## config.mk

```make
export PLATFORM = sky130hd
export DESIGN_NAME = pipeline_drain_buffer
export DESIGN_NICKNAME = d
export VERILOG_FILES = /design/src/rtl/pipeline_drain_buffer.sv
export SDC_FILE = /design/constraint.sdc
export NUM_CORES = 1
export LEC_CHECK = 0
export CORE_MARGIN = 1.5
export CORE_UTILIZATION = 55
export CTS_CLUSTER_DIAMETER = 120
export CTS_CLUSTER_SIZE = 20
export DETAILED_ROUTE_END_ITERATION = 10
export PLACE_DENSITY = 0.75
export SYNTH_ARGS = -nofsm -noshare
export SYNTH_HDL_FRONTEND = slang
export SYNTH_SLANG_ARGS = --single-unit
```

## constraint.sdc

```tcl
create_clock -name clk -period 6.1 [get_ports clk]
set_clock_uncertainty 0.2 [all_clocks]
set_input_delay 1.22 -clock clk [delete_from_list [all_inputs] [get_ports clk]]
set_output_delay 1.22 -clock clk [all_outputs]
set_load 0.02 [all_outputs]
```

## src/rtl/pipeline_drain_buffer.sv

```systemverilog
// Credit-controlled drain buffer at the output of a fixed-latency, stall-free pipeline.
// Define PIPELINE_DRAIN_BUFFER_CHECK_EN to compile in the issue-to-result latency checker.
module pipeline_drain_buffer #(
   parameter int DATA_WIDTH = 32,
   parameter int DEPTH      = 8,
   parameter int LATENCY    = 4
) (
   input  logic                         clk,
   input  logic                         rst,
   input  logic                         issue_valid,
   output logic                         issue_ready,
   input  logic                         pipe_valid,
   input  logic [DATA_WIDTH-1:0]        pipe_data,
   output logic                         out_valid,
   output logic [DATA_WIDTH-1:0]        out_data,
   input  logic                         out_ready,
   output logic [$clog2(DEPTH+1)-1:0]   occupancy,
   output logic                         overflow_err,
   output logic                         latency_err
);

   localparam int CW = $clog2(DEPTH + 1);
   localparam int PW = $clog2(DEPTH);

   logic [CW-1:0]         used_q, used_d;
   logic [CW-1:0]         count_q, count_d;
   logic [PW-1:0]         wr_ptr_q, wr_ptr_d;
   logic [PW-1:0]         rd_ptr_q, rd_ptr_d;
   logic                  ovf_q, ovf_d;
   logic [DATA_WIDTH-1:0] mem [DEPTH];

   logic full;
   logic issue_fire;
   logic out_fire;
   logic wr_en;

   assign full        = (count_q == CW'(DEPTH));
   assign issue_ready = (used_q < CW'(DEPTH));
   assign out_valid   = (count_q != '0);
   assign out_data    = mem[rd_ptr_q];
   assign occupancy   = used_q;
   assign overflow_err = ovf_q;

   assign issue_fire = issue_valid & issue_ready;
   assign out_fire   = out_valid & out_ready;
   // A full buffer never accepts a write, even if a read frees a slot this cycle.
   assign wr_en      = pipe_valid & ~full;

   always_comb begin
      used_d   = used_q + CW'(issue_fire) - CW'(out_fire);
      count_d  = count_q + CW'(wr_en) - CW'(out_fire);
      wr_ptr_d = wr_en ? wr_ptr_q + PW'(1) : wr_ptr_q;
      rd_ptr_d = out_fire ? rd_ptr_q + PW'(1) : rd_ptr_q;
      ovf_d    = ovf_q | (pipe_valid & full);
   end

   always_ff @(posedge clk) begin
      if (!rst) begin
         used_q   <= '0;
         count_q  <= '0;
         wr_ptr_q <= '0;
         rd_ptr_q <= '0;
         ovf_q    <= 1'b0;
      end else begin
         used_q   <= used_d;
         count_q  <= count_d;
         wr_ptr_q <= wr_ptr_d;
         rd_ptr_q <= rd_ptr_d;
         ovf_q    <= ovf_d;
      end
   end

   // Storage is deliberately not reset; out_data is only meaningful with out_valid.
   always_ff @(posedge clk) begin
      if (rst && wr_en) begin
         mem[wr_ptr_q] <= pipe_data;
      end
   end

`ifdef PIPELINE_DRAIN_BUFFER_CHECK_EN
   logic [LATENCY-1:0] issue_sr_q, issue_sr_d;
   logic               lat_err_q, lat_err_d;

   // Bit LATENCY-1 is the issue_fire from exactly LATENCY cycles ago.
   always_comb begin
      issue_sr_d = (issue_sr_q << 1) | LATENCY'(issue_fire);
      lat_err_d  = lat_err_q | (pipe_valid != issue_sr_q[LATENCY-1]);
   end

   always_ff @(posedge clk) begin
      if (!rst) begin
         issue_sr_q <= '0;
         lat_err_q  <= 1'b0;
      end else begin
         issue_sr_q <= issue_sr_d;
         lat_err_q  <= lat_err_d;
      end
   end

   assign latency_err = lat_err_q;
`else
   assign latency_err = 1'b0;
`endif

endmodule

```

### After elaboration in Yosys (flattened, before gate mapping)

Memory sizes are Yosys's and may differ from the RTL's. A register that Yosys moved wholly into a read port is not among the register bits.
Cells that the tools add are included.
Widths: inputs -> output; s select.

* word-level logic and storage cells: 26
* register bits after elaboration: 15
* input bits: 37
* RAM bits: 256
* memories: 1

* add/sub/neg operators: 6
* reduce and logical (&&, ||, !) cells: 2
* bitwise operators: 6
* equality and inequality tests: 1
* muxes and demuxes: 4
* magnitude comparators: 1

Memory list
* mem: words 8, bits a word 32, read ports 1, clocked after Yosys merged registers in 1, write ports 1, line 30 `logic [DATA_WIDTH-1:0] mem [DEPTH];`

Operator list (number)
* $add 4x1->4: 2
* $sub 4x1->4: 2
* $add 3x1->3 const B: 2
* $mux 3: 2
* $and 1x1->1: 4
* $eq 4x4->1 const B: 1
* $lt 4x4->1 const B: 1
* $reduce_bool 4->1: 1
* $mux 1: 2
* $logic_and 1x1->1: 1
* $not 1->1: 1
* $or 1x1->1: 1

### Longest topological paths before layout

* depth in word-level cells: 6
* mapped depth: 11

### Worst setup path after synthesis

OpenSTA, ideal clock, no wires.

* kind: in2reg
* start: input port rst
* end: memory mem[0][0], enable pin
* arrival time: 4.675 ns
* slack: 0.724 ns
* path buffers: 1
* stages: 3
* cells stage by stage: clkbuf_1 nand2b_1 nor4_1

* longest elaborated chain between the ends: 3

RTL lines
* start, declared: line 9 `input logic rst,`
* $logic_and 1x1->1: line 75 `if (rst && wr_en) begin`
* $mux 1: line 75
* $mux 1 (not written as such): line 76 `mem[wr_ptr_q] <= pipe_data;`
* end, declared: line 30

No other way between the ends.

==> impl_metrics.ini <==
[outcome]
outcome = completed

[cts]
holdBufCountCts = 0
cts_root_buffer = clkbuf_16
path_clk_slew_ps = 80
cts_made_buffers = 17
cts_setup_buffers = 0
clock_latency_ps = 500
h-tree-depth = 1
clk_path_buf_depth = 3
numClockSinks = 274
cts_resized = 0
cts_tree = yes

[grt]
grt_max_degree = 65
antenna_found_initial = 1
grt_overflow = 0
grt_pass1_vias = 5046
grt_util_all_layers = 0.1914
grt_pass1_wl_um = 28770

[critical_path]
crit_slowest_cell = dfxtp_4
path_class = flip-flop to output port
path_max_fanout = 64
crit_arrival_ps = 3200
cp-end-kind = output port
crit-reg2reg-launch = count_q[2]$_SDFF_PN0_
r2r_slack_ps = 3350
path_buf_inv = 1
path_cells = mux4_1, mux2_2, clkdlybuf4s50_1
critPathLaunchType = flip-flop
critPathTopFamily = flip-flops
crit_required_ps = 4680
max_stage_delay_ps = 1110

[synth]
syn_avg_cell_area_um2 = 22.45
synthTopCellsByArea = edfxtp_1 (71%), mux4_1 (9.8%), mux4_2 (5.0%)
synth_nets = 528
syn_area_um2 = 10760
ys_warn_count = 0
synth.top_cell.area_share = 0.7148
synth_area_leader_cell = edfxtp_1
yosysSeqAreaShare = 0.7483
ys_seq_elements = 274
ys_types = 31
netlist_instances = 479

[power]
pwr-share-clk = 0.252
switching_share = 0.2540
p_seq_frac = 0.535
combPwrFrac = 0.214
p_sw_uw = 1080
power.density_nw_per_um2 = 344.9
p_leak_uw = 0.003918
ir_worst_vdd_uv = 391.8
intPower_uw = 3172

[cells_and_area]
layout_common_cells = edfxtp_1 (256), clkdlybuf4s50_1 (75), mux4_1 (40), mux2_2 (32), mux4_2 (24)
nFillCells = 1252
layout_commonest_cell = edfxtp_1
fin_nets = 615
stdcell_area_um2 = 12330
syn2layout_area_growth_pct = 14.63
drive_above_1_share = 0.1801

[hold_path]
min_from = rd_ptr_q[2]$_SDFFE_PN0P_
hold_path.class = flip-flop to flip-flop

[detailed_routing]
ant_nets = 0
drc = 0
detail_route.iter0.violations = 355
firstDrtPassIters = 4
wl_um = 18330
vias = 4788
wire_per_inst_um = 22.01
vias_per_cell = 5.748

[place]
hpwl_um = 10480
gp_congestion = 0.8084
io_buffers = 75
place_area_um2 = 11860

[timing]
setup_violations = 0
hold_viol = 0
report.final.slew_viol_count = 0
min_period_ps = 4623
slew_headroom = 0.2001
fin_crit_sh = 0.7578
setup-tns-final_ps = 0
clock.fmax_mhz = 216.3
worst_pin_slew_ps = 1200
rsz0062_at_grt = false

[die]
initial_core_util = 0.5674
core_um2 = 18960
die_h_um = 142.8
dieArea_um2 = 20400
row_count = 50
ioPinCount = 77
dieWidth_um = 142.8

[run]
drv_cap = 0
==> final cells by class <==
type                    count  area (um^2)  area share
flip-flops and latches    274         8054      0.6532
repair buffers             90        875.8     0.07104
well taps                 260        325.3     0.02639
multi-input cells         175         2576      0.2090
clock buffers              23        447.9     0.03633
clock inverters             2        17.52    0.001421
diodes                      1        2.502   0.0002030
inverters                   8        30.03    0.002436
==> layer usage <==
| metal | wire length (um) | GRT usage | vias up |
|---|---|---|---|
| li1 | - | - | 2166 |
| met1 | 7790 | 0.2627 | 2482 |
| met2 | 9335 | 0.3258 | 121 |
| met3 | 923 | 0.03219 | 19 |
| met4 | 282 | 0.04449 | 0 |
| met5 | 0 | 0 | - |
==> synth_stat cells, drive strengths merged <==
master  instances
and2            4
nor3            4
nand3           5
a21oi           4
mux4           64
conb            1
edfxtp        256
nor3b           1
clkbuf          4
nor4            3
or3b            2
a21o            1
nor2b           1
and3            1
mux2           32
nor2            6
inv             8
nand2b          6
nand2          12
buf            18
fa              2
mux2i          10
a31oi           1
ha             10
dfxtp          18
xnor2           3
xor2            2
==> power groups by stage <==
stage	Sequential (uW)	Combinational [uW]	Clock [uW]
floorplan	2230	652	0
global placement	2320	896	0
detailed placement	2320	916	0
CTS	2280	921	1100
global route	2290	984	1170
finish	2270	908	1070
==> worst register-to-register path, cell delays in order, from the launching register on <==
cell     delay [ps]
dfxtp_1         310
inv_1            90
ha_1            170
or3b_2          500
nand2_1         340
xnor2_1         180
ha_1            200
inv_1            60
fa_1            370
xor2_1          180
nor2_1           50
==> logic make-up (layout without fill, tap and decap cells) <==
logic type / count (synthesis) / count (layout) / synth area share
multiplexers: 106 / 106 / 0.1908
XOR/XNOR: 5 / 5 / 0.004072
flip-flops: 274 / 274 / 0.7483
adder cells (fa/ha/maj): 12 / 12 / 0.01536
other: 1 / 2 / 0.0003487
buffers and inverters: 30 / 123 / 0.01652
AO/OA/AOI/OAI: 6 / 6 / 0.003142
AND/OR/NAND/NOR: 45 / 45 / 0.02152
==> sequential cells by signal, indices dropped and copies added (netlist names), named ones only <==
signal / cells
wr_ptr_q: 3
overflow_err: 1
rd_ptr_q: 3
occupancy: 4
count_q: 4
mem: 256
==> path summary, 6_finish.rpt <==
kind / to / cells after the start
worst max-delay path: out_data[27] / 3
worst min-delay path: flip-flop / 2
worst max register to register: count_q[2]$_SDFF_PN0_ / 10
worst min register to register: flip-flop / 2
==> through the flow <==
step | setup slack, ps | power [uW] | hold WS, ps | util | instances
2_1_floorplan | 723.9 | 2882 | 251.6 | - | 479
3_3_place_gp | 1981 | 3212 | 255.0 | 0.6257 | 807
3_5_place_dp | 1974 | 3238 | 260.3 | 0.6257 | 807
4_1_cts | 1421 | 4305 | 278.4 | 0.6503 | 832
5_1_grt | 1337 | 4450 | 309.9 | 0.6503 | 832
6_report | 1477 | 4253 | 270.9 | 0.6504 | 833
Power figures use the tool's default switching activity.
